--- src/rtl/core_prefetch.sv ---
// Instruction prefetch queue: sequential word fetches to the MMU insn port, buffered
// with their PCs for decode, and redirected (queue and in-flight fetch dropped) on flush.
module core_prefetch #(
    parameter int          DEPTH    = 4,
    parameter logic [29:0] RESET_PC = 30'h0
) (
    input  logic        clk,
    input  logic        rst_n,
    input  logic        flush,
    input  logic [29:0] target,
    output logic        insn_start,
    output logic [29:0] insn_addr,
    input  logic        insn_ready,
    input  logic [31:0] insn_data_rd,
    output logic        out_valid,
    output logic [31:0] out_insn,
    output logic [29:0] out_pc,
    input  logic        out_ready
);

    localparam int PW = $clog2(DEPTH);
    localparam int CW = PW + 1;
    localparam logic [CW-1:0] DEPTH_C = CW'(DEPTH);

    logic          running_q;
    logic          busy_q;
    logic          discard_q;
    logic [CW-1:0] count_q;
    logic [PW-1:0] rd_q;
    logic [PW-1:0] wr_q;
    logic [29:0]   fetch_pc_q;
    logic [29:0]   req_pc_q;
    logic [31:0]   mem_insn_q [DEPTH];
    logic [29:0]   mem_pc_q   [DEPTH];

    logic push;
    logic pop;

    // busy is 0 whenever an issue is possible, so the credit check reduces to count alone
    assign insn_start = running_q && !busy_q && !flush && (count_q < DEPTH_C);
    assign insn_addr  = fetch_pc_q;

    assign out_valid  = (count_q != '0);
    assign out_insn   = mem_insn_q[rd_q];
    assign out_pc     = mem_pc_q[rd_q];

    always_comb begin
        push = busy_q && insn_ready && !discard_q && !flush;
        pop  = out_valid && out_ready && !flush;
    end

    always_ff @(posedge clk or negedge rst_n) begin
        if (!rst_n) begin
            running_q  <= 1'b0;
            busy_q     <= 1'b0;
            discard_q  <= 1'b0;
            count_q    <= '0;
            rd_q       <= '0;
            wr_q       <= '0;
            fetch_pc_q <= RESET_PC;
            req_pc_q   <= '0;
            for (int i = 0; i < DEPTH; i++) begin
                mem_insn_q[i] <= '0;
                mem_pc_q[i]   <= '0;
            end
        end else begin
            running_q <= 1'b1;
            if (flush) begin
                count_q    <= '0;
                rd_q       <= '0;
                wr_q       <= '0;
                fetch_pc_q <= target;
                if (busy_q && insn_ready) begin
                    busy_q    <= 1'b0;
                    discard_q <= 1'b0;
                end else if (busy_q) begin
                    discard_q <= 1'b1;
                end
            end else begin
                if (insn_start) begin
                    busy_q     <= 1'b1;
                    req_pc_q   <= fetch_pc_q;
                    fetch_pc_q <= fetch_pc_q + 30'd1;
                end
                // a response with nothing outstanding (e.g. left over from before reset) is ignored
                if (busy_q && insn_ready) begin
                    busy_q    <= 1'b0;
                    discard_q <= 1'b0;
                end
                if (push) begin
                    mem_insn_q[wr_q] <= insn_data_rd;
                    mem_pc_q[wr_q]   <= req_pc_q;
                    wr_q             <= wr_q + PW'(1);
                end
                if (pop) begin
                    rd_q <= rd_q + PW'(1);
                end
                case ({push, pop})
                    2'b10:   count_q <= count_q + CW'(1);
                    2'b01:   count_q <= count_q - CW'(1);
                    default: count_q <= count_q;
                endcase
            end
        end
    end

endmodule

--- config.mk ---
export PLATFORM = sky130hd
export DESIGN_NAME = core_prefetch
export DESIGN_NICKNAME = d
export VERILOG_FILES = /design/src/rtl/core_prefetch.sv
export SDC_FILE = /design/constraint.sdc
export NUM_CORES = 1
export LEC_CHECK = 0
export ABC_AREA = 1
export BUFFER_PORTS_ARGS = -buffer_cell sky130_fd_sc_hd__buf_2
export CORE_ASPECT_RATIO = 0.6
export CORE_MARGIN = 8
export CORE_UTILIZATION = 35
export CTS_BUF_LIST = sky130_fd_sc_hd__clkbuf_8
export CTS_CLUSTER_DIAMETER = 50
export CTS_CLUSTER_SIZE = 28
export DETAILED_ROUTE_END_ITERATION = 6
export PLACE_DENSITY = 0.5
export SLEW_MARGIN = 25
export SYNTH_ARGS = -nofsm -noshare
export SYNTH_HDL_FRONTEND = slang
export SYNTH_SLANG_ARGS = --single-unit
--- constraint.sdc ---
create_clock -name clk -period 1.6 [get_ports clk]
set_input_delay 0.48 -clock clk [delete_from_list [all_inputs] [get_ports clk]]
set_output_delay 0.48 -clock clk [all_outputs]
set_load 0.005 [all_outputs]
==> metrics.csv, run 1 <==
stage,metric,value,unit
run_status,outcome,"finished, violations left",
run_status,failing checks,negative setup slack,
clock_network,CTS tree,yes,
worst_hold_path,Hold EP,insn_addr[2],
placement,dpl hpwl,28430,um
route,DR iter-0 viols,1158,
timing,fin crit period,2.523,ns
clock_network,CTS max path bufs,3,
yosys,"Seq/Total Area, Yosys",0.5466,
pwr,P_int,17.95,mW
route,vias post-DR,14118,
timing,RSZ-0062 raised after global routing,true,
pwr,Power Density,1330,nW/um2
route,DR top layer,met4,
route,Remaining DRCs,0,
clock_network,CTS H-tree lvls,1,
route,met2 WL post-DR,25760,um
pwr,Switch Pwr,12.16,mW
grt,pin count of the biggest net entering global routing,94,
setup_path,Startpoint Class,flip-flop,
clock_network,CTS clock-pin slew for the worst setup and hold paths,0.12,ns
setup_path,element type at the critical path end,primary output,
setup_path,Critical Path Slowest Stage Cell,dfrtp_4,
setup_path,FF-to-FF path depth,12,
die,Initial Util,0.3513,
clock_network,clock sink count,318,
grt,GRT Resource Usage Total,0.1828,
yosys,yosys warns,0,
grt,first-pass GRT wire length,72470,um
pwr,Total Power,30.11,mW
placement,placed cells,2463,
route,met3 routed WL,3173,um
route,Final ANT Viol Nets,0,
grt,initial antenna violation count,1,
route,WL met1,28750,um
worst_hold_path,hold_sp,target[2],
grt,vias in the first global route,12896,
pwr,leak pwr,10.67,nW
placement,pre-CTS setup slack,-0.3511,ns
pwr,combinational power share,0.426,
yosys,Syn Inst Count,1736,
placement,Area after DPL,16640,um2
worst_hold_path,worst hold stages,3,
setup_path,r2r startpoint,busy_q,
finish,synthesis-to-layout area growth,55.49,%
die,chip width,279.3,um
finish,Diodes inserted,0,
route,drt pass-1 iters,5,
placement,Routability Congestion,0.8565,
setup_path,Crit path largest cell delay,0.56,ns
yosys,syn nets,1809,
timing,Max Freq,396.4,MHz
route,final wirelength,58590,um
yosys,synth top area cells,"dfrtp_1 55%, nand2_1 10%, o21ai_1 8.1%",
route,wire per inst,21.65,um
yosys,Synth Area per Inst,8.386,um2
pwr,peak supply drop,0.8638,mV
clock_network,TritonCTS Buffers,31,
finish,nets,2184,
timing,crit share post-route,1.577,
die,row count,58,
job,# Max-Cap Violations,0,
timing,setup TNS,-99.03,ns
timing,Slew headroom,0.6604,
setup_path,WP data arrival,2.04,ns
setup_path,Crit path required time,1.12,ns
placement,port buffer count,160,
setup_path,r2r setup slk,-0.28,ns
clock_network,Root Buffer,clkbuf_8,
pwr,clock power share,0.203,
pwr,sw frac,0.4038,
setup_path,crit path cell chain,buf_4 > buf_12 > buf_4 > o21ai_1 > o22ai_1 > buf_2,
timing,final slew viol count,0,
die,core area,41440,um2
pwr,sequential share of power,0.371,
yosys,Seq cells post-synth,318,
timing,final hold violation count,0,
setup_path,Crit Path Class,flip-flop to primary output,
worst_hold_path,Hold/Removal Path Class,primary input to flip-flop,
die,die area,48590,um2
timing,Final WS setup,-0.9227,ns
setup_path,largest delay contributor family on the critical path,buffers and inverters,
yosys,mapped cell area,14560,um2
yosys,top cell type's share of synthesized area,0.5466,
timing,Setup Viol. Count Final,357,
die,chip height,174.0,um
die,I/O pin count,161,
setup_path,critical path peak fanout,16,
grt,grt total ovfl,0,
yosys,Unique masters post-synth,31,
setup_path,critical path buffer and inverter count,4,
timing,Post-Route Skew,0.06153,ns
finish,fin cells,2706,
setup_path,Crit path top cell by count,buf_4,
clock_network,clk_lat worst skew,0.70,ns
timing,Worst-Margin Slew,0.5094,ns
finish,layout cells sized above 1,0.4387,
yosys,"area leader, netlist",dfrtp_1,
route,Vias/cell,5.217,
finish,fin area,22640,um2
setup_path,Critical R2R Capture,count_q[2],
kinds of logic (layout without fill, tap and decap cells):
group,Yosys count,in the layout,share of synthesized area
adders and majority gates,6,6,0.005673
DFF,318,318,0.5466
other,1,1,0.0002576
and+or+nand+nor,651,663,0.1801
buffers and inverters,248,636,0.08225
xor gates and xnor gates,4,4,0.002406
AOI/OAI and AO/OA,508,508,0.1826
worst max-delay path by stage:
stage	start	end	slack, ns	depth (start not counted)
after floorplan	insn_ready	count_q[2]	-0.04	11
after global placement	rd_q[0]	out_pc[25]	-0.33	6
after detailed placement	rd_q[0]	out_pc[25]	-0.35	6
after CTS	rd_q[0]	out_pc[17]	-0.96	6
after global routing	rd_q[0]	out_pc[13]	-1.02	6
final	rd_q[0]	out_pc[13]	-0.92	6
what timing repair did:
| action | in CTS | in global routing |
|---|---|---|
| hold buffers | 9 | 0 |
| pin swaps | 38 | 50 |
| setup buffers | 57 | 33 |
| hold endpoints to repair | 190 | 0 |
| gates cloned | 11 | 82 |
| gates resized for setup | 170 | 590 |
| setup endpoints to repair | 105 | 372 |
registers in the layout, indices dropped and copies added, names as in the netlist:
signal / count
insn_addr: 30
count_q: 3
running_q: 1
rd_q: 2
req_pc_q: 30
busy_q: 1
wr_q: 2
mem_insn_q: 128
discard_q: 1
mem_pc_q: 120
per-stage QoR:
step                utilization  hold WS, ns
global placement         0.4017       0.3337
finish                   0.5463      0.03566
detailed placement       0.4017       0.3307
global route             0.5463      0.03563
floorplan                     -       0.1844
CTS                      0.4530    0.0002263
cell type report:
type	count	area [um2]
timing repair inverter	1	16.27
multi-input combinational	1182	7684
inverter	139	568.0
sequential	318	7973
tap	570	713.2
timing repair buffer	438	4907
fill	3693	18800
clock inverter	27	347.8
clock buffer	31	426.7
cells in the mapped netlist, drive strengths merged:
library cell	number
or2	1
inv	136
clkbuf	53
nand3b	4
xor2	4
a21oi	23
o22ai	62
nand4	12
clkinv	3
o211ai	5
dfrtp	318
conb	1
fa	1
buf	56
ha	5
nor2	191
o21bai	3
nand3	51
nand2	392
o21ai	415
cells in the final DEF, fill, tap and decap left out, drive strengths merged, types with 4 or more instances in the layout:
cell,Yosys,final
nand3,51,51
ha,5,5
dfrtp,318,318
buf,56,385
xor2,4,4
clkbuf,53,75
nand2,392,403
o211ai,5,5
nand3b,4,4
inv,136,150
dlygate4sd3,0,9
a21oi,23,23
o22ai,62,62
nand4,12,12
clkinv,3,15
nor2,191,192
o21ai,415,415
power by group through the flow:
| stage | Combinational [mW] | Clock (mW) | Sequential, mW |
|---|---|---|---|
| 6_report | 12.8 | 6.11 | 11.2 |
| 5_1_grt | 13.9 | 6.59 | 11.4 |
| 4_1_cts | 10.8 | 6.27 | 10.7 |
| 3_5_place_dp | 8.83 | 0 | 11.0 |
| 3_3_place_gp | 8.73 | 0 | 10.9 |
| 2_1_floorplan | 4.91 | 0 | 10.7 |
layer usage:
| metal | global-route usage | vias up |
|---|---|---|
| met5 | 0 | - |
| met4 | 0.03445 | 0 |
| met3 | 0.02933 | 68 |
| met2 | 0.2830 | 416 |
| met1 | 0.2694 | 7081 |
| li1 | - | 6553 |
worst reg2reg max path, cell delays in order (launching register included):
cell,delay [ns]
dfrtp_1,0.41
buf_6,0.12
nand2_4,0.05
nor2_4,0.15
nor2_4,0.06
nand2_2,0.08
inv_2,0.04
fa_2,0.35
xor2_1,0.19
nand3b_1,0.13
nand2_1,0.06
nand2_1,0.06
nand2_1,0.05
Note: power is estimated with default switching activity, not from simulation.
==> inputs of run 2 (changes only) <==
- PLACE_DENSITY: 0.5 -> 0.48
- clock period: 1.6 -> 2.92 ns (I/O delays scaled with it)
==> metrics.csv, run 2 (synthesis gave the netlist of run 1 again) <==
stage,metric,value,unit
setup_path,critical path peak fanout,6,
timing,RSZ-0062 raised after global routing,true,
route,Vias/cell,4.929,
grt,vias in the first global route,12079,
clock_network,clock sink count,318,
clock_network,CTS H-tree lvls,2,
placement,port buffer count,160,
finish,layout cells sized above 1,0.1815,
finish,"commonest non-fill, non-tap cell in the layout",nand2_1,
timing,Max Freq,345.2,MHz
setup_path,Startpoint Class,flip-flop,
route,Remaining DRCs,0,
grt,GRT Resource Usage Total,0.1762,
pwr,leak pwr,8.615,nW
finish,nets,1960,
route,Final ANT Viol Nets,0,
clock_network,clk_lat worst skew,0.58,ns
grt,pin count of the biggest net entering global routing,95,
timing,Post-Route Skew,0.03337,ns
clock_network,TritonCTS Buffers,35,
clock_network,CTS max path bufs,3,
die,chip height,174.0,um
finish,Diodes inserted,0,
pwr,Power Density,861.5,nW/um2
finish,biggest regs,"mem_insn_q (128), mem_pc_q (120)",
route,final wirelength,45520,um
finish,number of flip-flops in the largest register,128,
grt,initial antenna violation count,1,
die,row count,58,
route,vias post-DR,12233,
timing,setup TNS,0,ns
route,wire per inst,18.34,um
setup_path,Crit Path Class,flip-flop to primary output,
pwr,peak supply drop,0.3796,mV
finish,"commonest cells after routing, fill and taps aside","385 x nand2_1, 316 x dfrtp_1, 265 x o21ai_1",
setup_path,element type at the critical path end,primary output,
die,die area,48590,um2
finish,# fillers,4246,
setup_path,WP data arrival,2.02,ns
route,drt pass-1 iters,6,
grt,grt total ovfl,0,
die,chip width,279.3,um
timing,fin crit period,2.897,ns
pwr,Total Power,15.17,mW
grt,first-pass GRT wire length,69720,um
clock_network,CTS clock-pin slew for the worst setup and hold paths,0.10,ns
timing,Worst-Margin Slew,0.5209,ns
setup_path,Crit path required time,2.04,ns
route,DR iter-0 viols,908,
timing,final slew viol count,0,
finish,area of the multi-input gates,5565,um2
die,Initial Util,0.3513,
job,# Max-Cap Violations,0,
timing,crit share post-route,0.9921,
run_status,outcome,"finished, final reports clean",
finish,synthesis-to-layout area growth,20.99,%
clock_network,Root Buffer,clkbuf_8,
clock_network,CTS tree,yes,
die,I/O pin count,161,
timing,worst hold slack,0.1771,ns
setup_path,FF-to-FF path depth,8,
worst_hold_path,Hold/Removal Path Class,primary input to async pin,
timing,final hold violation count,0,
finish,Sequential cell area,7963,um2
clock_network,post-cts hold buffer count,0,
timing,Slew headroom,0.6515,
die,core area,41440,um2
finish,Biggest register,mem_insn_q,
placement,dpl hpwl,26020,um
placement,Routability Congestion,0.8417,
timing,Setup Viol. Count Final,0,
[run 2: changes by cell type in the layout (fill, tap and decap cells not counted), sizes merged, moves of 5 or more]
cell	delta
buf	-176
clkbuf	-23
nand2	-11
dlygate4sd3	-9
bufinv	+5
inv	-5
[run 2: layout make-up]
cell class                 count  share of cell area
clock inverter                23             0.01897
inverter                     139             0.03154
clock buffer                  39             0.03048
multi-input combinational   1170              0.3160
tap                          570             0.04049
timing repair buffer         222              0.1100
sequential                   318              0.4521
timing repair inverter         1           0.0004973
[run 2: worst max-delay path, stage by stage, from the launching register on]
cell	delay [ns]
dfrtp_4	0.54
buf_12	0.16
clkinv_16	0.07
buf_12	0.13
clkbuf_16	0.16
nor2_2	0.03
o22ai_1	0.17
buf_2	0.16
[run 2: repair_timing]
item,CTS,global route
setup buffers,6,6
gates resized for setup,20,74
endpoints found under the setup margin,51,54
gates cloned,4,16
pin swaps,1,15
[run 2: through the flow]
step / util / instance area [um2] / std cells / setup slack (ns)
after floorplan: - / 14560 / 1736 / 0.5802
final: 0.4251 / 17610 / 2482 / 0.02305
after detailed placement: 0.3832 / 15880 / 2388 / 0.4625
after global placement: 0.3832 / 15880 / 2388 / 0.4625
after CTS: 0.4104 / 17000 / 2460 / -0.04600
after global routing: 0.4251 / 17610 / 2482 / -0.05431
[run 2: layer usage]
metal | GRT usage | routed length [um] | up-vias
li1 | - | - | 6022
met1 | 0.2617 | 23060 | 5899
met2 | 0.2678 | 19550 | 250
met3 | 0.03040 | 2101 | 62
met4 | 0.03510 | 812 | 0
met5 | 0 | 0 | -
[run 2: worst paths after layout]
kind                                    from         endpoint  slack [ns]
max in group asynchronous              rst_n  mem_insn_q[121]        1.95
worst min register to register  mem_pc_q[50]     mem_pc_q[50]        0.49
worst max-delay path                 rd_q[0]     out_insn[15]        0.02
worst max register to register  insn_addr[0]    insn_addr[26]        1.04
min in group clk                mem_pc_q[50]     mem_pc_q[50]        0.49
worst min-delay path                   rst_n    insn_addr[28]        0.18
[run 2: where the power goes]
part / internal, mW / switching [mW]
sequential: 5.36 / 0.606
combinational: 2.34 / 3.17
clock: 1.78 / 1.91
total: 9.48 / 5.69
==> inputs of run 3 (changes only) <==
- CORE_ASPECT_RATIO: 0.6 -> unset
- REMOVE_ABC_BUFFERS: unset -> 1
==> metrics.csv, run 3 (synthesis gave the netlist of run 1 again) <==
stage,metric,value,unit
route,drt pass-1 iters,5,
clock_network,CTS tree,yes,
setup_path,Crit path largest cell delay,0.56,ns
grt,vias in the first global route,12206,
setup_path,Critical Path Slowest Stage Cell,dfrtp_4,
route,DR iter-0 viols,864,
grt,first-pass GRT wire length,74120,um
timing,Slew headroom,0.6500,
finish,layout cells sized above 1,0.2223,
timing,Post-Route Skew,0.03897,ns
finish,number of flip-flops in the largest register,128,
timing,final slew viol count,0,
setup_path,element type at the critical path end,primary output,
timing,Max Freq,343.8,MHz
setup_path,critical path peak fanout,8,
route,final wirelength,50630,um
run_status,outcome,"finished, final reports clean",
placement,dpl hpwl,26950,um
finish,"commonest cells after routing, fill and taps aside","385 x nand2_1, 316 x dfrtp_1, 279 x o21ai_1",
grt,grt total ovfl,0,
timing,fin crit period,2.908,ns
setup_path,Startpoint Class,flip-flop,
placement,Routability Congestion,0.8049,
route,wire per inst,20.52,um
route,Final ANT Viol Nets,0,
finish,Biggest register,mem_insn_q,
finish,fin area,18200,um2
finish,"commonest non-fill, non-tap cell in the layout",nand2_1,
timing,Setup Viol. Count Final,0,
pwr,clock power share,0.262,
setup_path,Crit Path Class,flip-flop to primary output,
route,vias post-DR,12484,
finish,nets,1971,
setup_path,crit path cell chain,buf_12 > buf_12 > buf_16 > nor2_2 > o22ai_2 > buf_2,
clock_network,Root Buffer,clkbuf_8,
clock_network,clock sink count,318,
route,Vias/cell,5.060,
placement,placed cells,2351,
route,Remaining DRCs,0,
grt,pin count of the biggest net entering global routing,86,
pwr,Power Density,895.3,nW/um2
setup_path,Crit path required time,2.04,ns
placement,Area after DPL,15850,um2
die,Initial Util,0.3557,
clock_network,CTS max path bufs,3,
finish,# fillers,4122,
pwr,peak supply drop,0.4069,mV
timing,RSZ-0062 raised after global routing,true,
setup_path,r2r setup slk,0.99,ns
finish,biggest regs,"mem_insn_q (128), mem_pc_q (120)",
clock_network,clk_lat worst skew,0.63,ns
die,I/O pin count,161,
die,row count,74,
pwr,leak pwr,8.841,nW
pwr,sequential share of power,0.373,
clock_network,CTS clock-pin slew for the worst setup and hold paths,0.09,ns
finish,synthesis-to-layout area growth,25.01,%
timing,worst hold slack,0.1413,ns
grt,initial antenna violation count,1,
clock_network,TritonCTS Buffers,46,
pwr,combinational power share,0.365,
worst_hold_path,Hold/Removal Path Class,primary input to async pin,
die,core area,40920,um2
setup_path,largest delay contributor family on the critical path,buffers and inverters,
pwr,P_int,10.07,mW
die,chip height,219.9,um
die,chip width,219.9,um
placement,port buffer count,160,
grt,GRT Resource Usage Total,0.1969,
timing,Worst-Margin Slew,0.5250,ns
timing,crit share post-route,0.9961,
die,die area,48380,um2
setup_path,critical path buffer and inverter count,4,
timing,final hold violation count,0,
job,# Max-Cap Violations,0,
setup_path,Crit path top cell by count,buf_12,
pwr,Switch Pwr,6.219,mW
setup_path,WP data arrival,2.03,ns
clock_network,CTS H-tree lvls,2,
finish,fin cells,2467,
pwr,sw frac,0.3817,
## run 3: changes by cell type in the layout (fill, tap and decap cells not counted), sizes merged
cell	previous run	this run
clkbuf	52	63
inv	145	155
buf	209	214
clkinv	11	8
bufinv	5	4
diode	0	1
## run 3: worst paths after layout
kind                                    to  cells past startpoint      startpoint
max reg2reg                  insn_addr[28]                      8    insn_addr[1]
min                           mem_pc_q[96]                      1           rst_n
min reg2reg                 mem_insn_q[79]                      2  mem_insn_q[79]
min in group clk                    busy_q                      2      insn_ready
max                            out_insn[7]                      6         rd_q[0]
max in group asynchronous  mem_insn_q[116]                      2           rst_n
## run 3: final cells by class
cell class	instances	area, um2	area share
Sequential cell	318	7965	0.4377
Multi-Input combinational cell	1170	5896	0.3240
Timing Repair Buffer	222	2022	0.1111
Clock buffer	55	757.0	0.04160
Tap cell	532	665.6	0.03658
Inverter	139	551.8	0.03032
Clock inverter	29	330.3	0.01815
Timing Repair inverter	1	8.758	0.0004813
Antenna cell	1	2.502	0.0001375
## run 3: layer usage
layer / GRT usage / up-vias / routed length [um]
met5: 0 / - / 0
met4: 0.05192 / 0 / 1237
met3: 0.04401 / 70 / 2633
met2: 0.3105 / 321 / 23280
met1: 0.2708 / 6034 / 23480
li1: - / 6059 / -
## run 3: through the flow
stage | setup TNS, ns | util | worst slack [ns] | power [mW]
2_1_floorplan | -194.01 | - | -2.912 | 8.424
6_report | 0 | 0.4447 | 0.01153 | 16.29
3_5_place_dp | 0 | 0.3873 | 0.4159 | 10.52
4_1_cts | -0.6987 | 0.4277 | -0.04747 | 15.72
5_1_grt | -2.065 | 0.4447 | -0.09411 | 17.31
3_3_place_gp | 0 | 0.3873 | 0.4706 | 10.47
## run 3: power groups by stage
stage               logic (mW)  clock network (mW)  registers [mW]
finish                    5.95                4.27            6.07
global route              6.56                4.56            6.19
CTS                       5.35                4.39            5.98
detailed placement        4.50                   0            6.02
global placement          4.46                   0            6.02
floorplan                 2.45                   0            5.97
## run 3: worst register-to-register path: stages (launching register included)
cell	delay (ns)
dfrtp_1	0.44
ha_1	0.25
nand2_1	0.09
nor2_1	0.24
nand2_1	0.24
nor2_4	0.31
nand3_1	0.12
nand2_1	0.07
nand3_1	0.06
## run 3: repair_timing
item / in CTS / in global routing
hold buffers: 0 / 0
buffers inserted: 8 / 3
gates cloned: 11 / 9
pin swaps: 7 / 39
endpoints found under the setup margin: 62 / 62
resized for setup: 65 / 149
